### config.mk
export PLATFORM = sky130hd
export DESIGN_NAME = apb_reg_slave
export DESIGN_NICKNAME = d
export VERILOG_FILES = /design/src/rtl/apb_reg_slave.sv
export SDC_FILE = /design/constraint.sdc
export NUM_CORES = 1
export LEC_CHECK = 0
export CAP_MARGIN = 20
export CORE_MARGIN = 4
export CORE_UTILIZATION = 40
export CTS_CLUSTER_SIZE = 16
export DETAILED_ROUTE_END_ITERATION = 10
export HOLD_SLACK_MARGIN = 0.08
export PLACE_DENSITY = 0.7
export SYNTH_ARGS = -nofsm -noshare
export SYNTH_HDL_FRONTEND = slang
export SYNTH_SLANG_ARGS = --single-unit
### constraint.sdc
create_clock -name pclk -period 4.1 [get_ports pclk]
set_input_delay 0.615 -clock pclk [delete_from_list [all_inputs] [get_ports pclk]]
set_output_delay 0.615 -clock pclk [all_outputs]
set_load 0.02 [all_outputs]
### src/rtl/apb_reg_slave.sv
// APB slave with NUM_REGS read/write control registers plus a read-only status word.
// Define APB_REG_PSLVERR_EN to report out-of-range accesses and status writes on pslverr.
module apb_reg_slave #(
   parameter int DATA_W      = 32,
   parameter int ADDR_W      = 8,
   parameter int NUM_REGS    = 4,
   parameter int WAIT_CYCLES = 0
) (
   input  logic                         pclk,
   input  logic                         preset_n,
   input  logic                         psel,
   input  logic                         penable,
   input  logic                         pwrite,
   input  logic [ADDR_W-1:0]            paddr,
   input  logic [DATA_W-1:0]            pwdata,
   input  logic [DATA_W-1:0]            status_in,
   output logic [DATA_W-1:0]            prdata,
   output logic                         pready,
   output logic                         pslverr,
   output logic [NUM_REGS*DATA_W-1:0]   reg_q,
   output logic [NUM_REGS-1:0]          wr_pulse
);

   localparam int IDX_W = ADDR_W - 2;
   localparam logic [IDX_W-1:0] STATUS_IDX = IDX_W'(NUM_REGS);

   typedef enum logic {IDLE, ACCESS} state_t;

   state_t                       state_q, state_d;
   logic [3:0]                   cnt_q, cnt_d;
   logic                         write_q, write_d;
   logic [IDX_W-1:0]             idx_q, idx_d;
   logic [DATA_W-1:0]            prdata_q, prdata_d;
   logic [NUM_REGS*DATA_W-1:0]   regs_q, regs_d;
   logic [NUM_REGS-1:0]          wr_pulse_q, wr_pulse_d;

   logic [IDX_W-1:0]             paddr_idx;
   logic [1:0]                   unused_byte_offset;
   logic [DATA_W-1:0]            rd_word;
   logic                         pready_int;

   assign paddr_idx          = paddr[ADDR_W-1:2];
   assign unused_byte_offset = paddr[1:0];
   assign pready_int         = (state_q == ACCESS) && (cnt_q == 4'd0);

   always_comb begin
      rd_word = '0;
      for (int i = 0; i < NUM_REGS; i++) begin
         if (paddr_idx == IDX_W'(i)) rd_word = regs_q[i*DATA_W +: DATA_W];
      end
      if (paddr_idx == STATUS_IDX) rd_word = status_in;
   end

   always_comb begin
      state_d    = state_q;
      cnt_d      = cnt_q;
      write_d    = write_q;
      idx_d      = idx_q;
      prdata_d   = prdata_q;
      regs_d     = regs_q;
      wr_pulse_d = '0;
      unique case (state_q)
         IDLE: begin
            if (psel && !penable) begin
               state_d = ACCESS;
               cnt_d   = 4'(WAIT_CYCLES);
               write_d = pwrite;
               idx_d   = paddr_idx;
               if (!pwrite) prdata_d = rd_word;
            end
         end
         ACCESS: begin
            // Dropping psel abandons the transfer without side effects.
            if (!psel) begin
               state_d = IDLE;
               cnt_d   = 4'd0;
            end else if (cnt_q != 4'd0) begin
               cnt_d = cnt_q - 4'd1;
            end else if (penable) begin
               state_d = IDLE;
               if (write_q) begin
                  for (int i = 0; i < NUM_REGS; i++) begin
                     if (idx_q == IDX_W'(i)) begin
                        regs_d[i*DATA_W +: DATA_W] = pwdata;
                        wr_pulse_d[i]              = 1'b1;
                     end
                  end
               end
            end
         end
         default: state_d = IDLE;
      endcase
   end

   always_ff @(posedge pclk or negedge preset_n) begin
      if (!preset_n) begin
         state_q    <= IDLE;
         cnt_q      <= 4'd0;
         write_q    <= 1'b0;
         idx_q      <= '0;
         prdata_q   <= '0;
         regs_q     <= '0;
         wr_pulse_q <= '0;
      end else begin
         state_q    <= state_d;
         cnt_q      <= cnt_d;
         write_q    <= write_d;
         idx_q      <= idx_d;
         prdata_q   <= prdata_d;
         regs_q     <= regs_d;
         wr_pulse_q <= wr_pulse_d;
      end
   end

`ifdef APB_REG_PSLVERR_EN
   logic err_q, err_d;

   always_comb begin
      err_d = err_q;
      if (state_q == IDLE && psel && !penable) begin
         err_d = (paddr_idx > STATUS_IDX) || (pwrite && (paddr_idx == STATUS_IDX));
      end
   end

   always_ff @(posedge pclk or negedge preset_n) begin
      if (!preset_n) err_q <= 1'b0;
      else           err_q <= err_d;
   end

   assign pslverr = pready_int & err_q;
`else
   assign pslverr = 1'b0;
`endif

   assign prdata   = prdata_q;
   assign pready   = pready_int;
   assign reg_q    = regs_q;
   assign wr_pulse = wr_pulse_q;

endmodule

## Word level (Yosys, flattened, before mapping)

Index checks and enable logic that the tools add are counted.

- Output and inout bits: 166
- Register bits after elaboration: 176
- Input port bits: 77

- Bitwise gates (word level): 3
- Reduce and logical (&&, ||, !) cells: 14
- Multiplexer cells: 23
- Equal/unequal tests: 9
- Add/sub/neg operators: 1

Operators with widths:

| cell | number |
|---|---|
| 32-bit 2-to-1 mux | 5 |
| 4-bit 2-to-1 mux | 8 |
| 6-bit by 2-bit equality test with 1-bit output (second input constant) | 4 |
| 6-bit AND reduction | 4 |
| 6-bit by 1-bit equality test with 1-bit output (second input constant) | 2 |
| 6-bit zero test | 2 |
| 1-bit 2-to-1 mux | 8 |
| 4-bit case mux with 2 select lines | 1 |
| 6-bit by 3-bit equality test with 1-bit output (second input constant) | 1 |
| 4-bit zero test | 1 |
| 2-bit AND reduction | 2 |
| 4-bit nonzero test | 1 |
| 4-bit by 1-bit subtractor with 4-bit output (second input constant) | 1 |
| 3-bit by 2-bit inequality test with 1-bit output (second input constant) | 1 |
| 1-bit inverter | 3 |
| 3-bit AND reduction | 1 |
| 1-bit logical AND | 2 |
| 2-bit inequality test (second input constant) | 1 |
| 1-bit case mux with 2 select lines | 1 |
| 1-bit zero test | 1 |

## Logic depth before layout (Yosys ltp)

- Depth in word-level cells: 7
- Gate-level depth with buffers: 8

## Worst setup path after synthesis

OpenSTA, ideal clock, no wires.

- Kind: reg-to-reg
- Start point: register cnt_q[0]
- End point: register regs_q[100] (netlist: reg_q[100])
- Arrival: 1.979 ns
- Path slack: 1.996 ns
- Required time: 3.975 ns
- Stages on the path, launching flop included: 9
- Setup time: 0.125 ns
- Period minus slack after synthesis: 2.104 ns
- Cell sequence: dfrtp_1 inv_1 ha_1 nor3b_4 nand3_2 or3_1 buf_2 buf_6 mux2_4

- Longest elaborated chain between the ends: 3

Ends and longest elaborated chain:

| what | RTL line | RTL |
|---|---|---|
| from (decl) | 30 | `logic [3:0] cnt_q, cnt_d;` |
| from (signal assigned) | 106 | `cnt_q <= cnt_d;` |
| 4-bit nonzero test | 77 | `end else if (cnt_q != 4'd0) begin` |
| 1-bit inverter (no source line) | - |  |
| 6-bit AND reduction (no source line) | - |  |
| to (signal assigned) | 110 | `regs_q <= regs_d;` |
| to (decl) | 34 | `logic [NUM_REGS*DATA_W-1:0] regs_q, regs_d;` |

Every way passes these cells.
A chain may end at the register's enable or synchronous reset.

## Worst setup path in the final report

- Start point: register cnt_q[0]
- End point: output port pready

- Longest elaborated chain between the ends: 2

Ends and longest elaborated chain:

| what | RTL line | RTL |
|---|---|---|
| 4-bit zero test | 44 | `assign pready_int = (state_q == ACCESS) && (cnt_q == 4'd0);` |
| 1-bit logical AND | 44 |  |
| to (decl) | 18 | `output logic pready,` |

Every way passes these cells.

==> summary.txt <==
Synthesis
  • Dominant cell type by area after synthesis: dfrtp_1
  • Syn Area/Cell: between 10 and 15 um^2
  • Yosys cell types: 39
  • Synthesized Nets: approximately 710
  • Gate Count Post-Synth: about 640
  • Share of the yosys chip area belonging to registers: 0.540
  • Yosys warns: 0
  • Adder-cell share of the synthesized area: 0.00153
  • Post-synthesis mux area share: 0.250
  • Share of the synthesized area in the top cell type: 0.540
  • Post-Syn Area: between 8000 and 9000 um^2
  • #FFs+latches synth: around 180
  • Largest family of logic cells by synthesized area: multiplexers
  • Compound-gate portion of the synthesized area: 0.100
  • Post-Synth Simple-Gate Area: 0.0719
  • Synth area leaders: dfrtp_1, mux2_4, mux2_2
  • Synth Area in XOR/XNOR: 0.00215

Floorplanning
  • Die span in y: between 150 and 200 um
  • CORE AREA: about 20000 um^2
  • Top-Level Pins: 243
  • # rows: approximately 50
  • Initial Util: 0.413
  • DIE AREA: between 20000 and 25000 um^2
  • Die X: ~150 um

Clocking
  • Clk slew on worst S/H paths: about 70 ps
  • Root buf cell: clkbuf_16
  • Clock Tree Buf Depth: 2
  • Post-CTS Resized: 0
  • H-tree Lvls: 4
  • Sink Count: around 180
  • CTS Buf Count: 17
  • Setup Buffers After CTS: 0
  • # hold bufs at CTS: 0
  • TritonCTS clock tree: yes
  • Clock latency on the worst-skew pair: ~430 ps

Worst setup path
  • R2R Path End: reg_q[77]
  • Worst r2r path cells: 7
  • Kind of critical path: reg2out
  • Worst endpoint required time: around 3500 ps
  • Worst R2R Start: cnt_q[0]
  • Max Fanout on Critical Path: 8
  • CP Launch Type: flop
  • R2R Setup Slk: around 1300 ps
  • Arrival @ worst endpoint: around 2300 ps
  • CP endpoint kind: output pin

Global routing
  • Initial antenna violation count: 0
  • Global-route wire length before repair: approximately 37 mm
  • Vias in the first global route: approximately 6300
  • Pin count of the biggest net entering global routing: ~100
  • Grt total ovfl: 0
  • Total track usage: 0.215

Placement
  • I/O Buffers: ~240
  • DP HPWL: 16.1 mm
  • GP Congestion: 0.813

Final layout
  • Layout cells sized above 1: 0.214
  • Nets: about 940
  • Leading cell types in the layout, fill and taps excluded: clkdlybuf4s50_1, dfrtp_1, o21ai_0
  • Commonest non-fill, non-tap cell in the layout: clkdlybuf4s50_1
  • Final core occ: 0.574
  • P&R area growth vs syn: 39.1%
  • Diodes inserted: 0

Pwr
  • Maximum VDD drop: between 0.2 and 0.3 mV
  • Leakage: about 0.0051 uW
  • Pwr Density: 345 nW/um^2

Routing
  • DR vias/cell: about 5.4
  • Total wire length: around 24 mm
  • Starting DRT DRC Count: approximately 250
  • Per-cell routed wire length: between 20 and 25 um
  • DRC Markers: 0
  • DR pass1 iterations: 4
  • Post-DRT Antenna Nets: 0
  • DR vias: slightly above 6000

Outcome
  • Status: complete, no violations

Timing
  • Hold Fails Final Rpt: 0
  • Worst hold slack: ~210 ps
  • Worst slew pin tran: 896 ps
  • Setup TNS: 0 ps
  • Unrepaired setup endpoints after global routing: false
  • Slew HR: 0.402
  • Final Max Tran Viols: 0
  • Final setup fails: 0
  • Period Utilization, post-route: 0.703
  • Clock skew: approximately 17 ps
  • Final worst path period need: between 2000 and 3000 ps
  • F_max: ~350 MHz

Run
  • Max-Cap Viols: 0

Min path
  • Hold crit path type: in2async
[cell families (layout without fill, tap and decap cells)]
logic type,count (synthesis),count (layout)
and+or+nand+nor,97,97
other,1,1
muxes,165,165
buffers and inverters,56,291
adders and majority gates,1,1
AOI/OAI and AO/OA,138,138
xor gates and xnor gates,2,2
DFF,176,176
[power by group]
part           switching [uW]  internal, uW  total [uW]
clock network             698           853        1550
logic                     248           255         503
registers                59.9          1810        1870
total                    1010          2910        3920
[how the worst max path moves through the flow]
stage / startpoint / end / slack [ps] / depth (start not counted)
6_report: cnt_q[0] / pready / 1220 / 5
4_1_cts: cnt_q[0] / pready / 1180 / 5
5_1_grt: cnt_q[0] / pready / 1100 / 5
3_5_place_dp: psel / reg_q[81] / 960 / 6
2_1_floorplan: cnt_q[0] / reg_q[100] / 2000 / 8
3_3_place_gp: psel / reg_q[75] / 960 / 6
[cell usage after synthesis (all sizes together)]
| library cell | number |
|---|---|
| nor3 | 6 |
| or3 | 2 |
| a221oi | 32 |
| nor2 | 3 |
| nand2b | 2 |
| mux2 | 133 |
| a21boi | 1 |
| nand3b | 32 |
| nand4b | 1 |
| mux2i | 32 |
| nor4 | 2 |
| nand3 | 3 |
| and2 | 1 |
| inv | 6 |
| clkbuf | 25 |
| dfrtp | 176 |
| nor3b | 2 |
| a21oi | 2 |
| nor4b | 1 |
| buf | 25 |
| nand2 | 38 |
| o21ai | 102 |
| and4b | 2 |
| nor2b | 1 |
| and3 | 1 |
| a32o | 1 |
| ha | 1 |
| xnor2 | 2 |
| conb | 1 |
[metal layers]
metal	routed length, um	part of all wire	GRT usage
met1	10400	0.43	0.272
met2	11900	0.49	0.357
met5	0	0	0
met3	1620	0.066	0.0631
met4	452	0.019	0.0635
[stage by stage]
stage / std cells / instance area (um^2) / worst slack [ps] / total power, uW
3_5_place_dp: 1105 / 10800 / 964 / 2410
4_1_cts: 1136 / 11400 / 1180 / 3960
2_1_floorplan: 636 / 8160 / 2000 / 2110
6_report: 1136 / 11400 / 1220 / 3920
5_1_grt: 1136 / 11400 / 1100 / 4070
3_3_place_gp: 1105 / 10800 / 963 / 2400
[worst max-delay path: stages (launching register included)]
cell             delay (ps)
dfrtp_1                 400
inv_1                   100
ha_1                    190
nor3b_4                 370
and2_1                  190
clkdlybuf4s50_1         610
[area by class of cell]
type                       instances  area, um^2
sequential                       176        4400
inverter                           6        22.5
tap                              265         332
clock buffer                      19         443
timing repair buffer             254        2530
fill                            1685        8430
clock inverter                    12         113
multi-input combinational        404        3510
[flip-flops by register name (all words and copies together) (netlist names)]
signal,cells
cnt_q,4
idx_q,6
prdata,32
reg_q,128
state_q,1
wr_pulse,4
write_q,1
(Power assumes the default switching activity.)
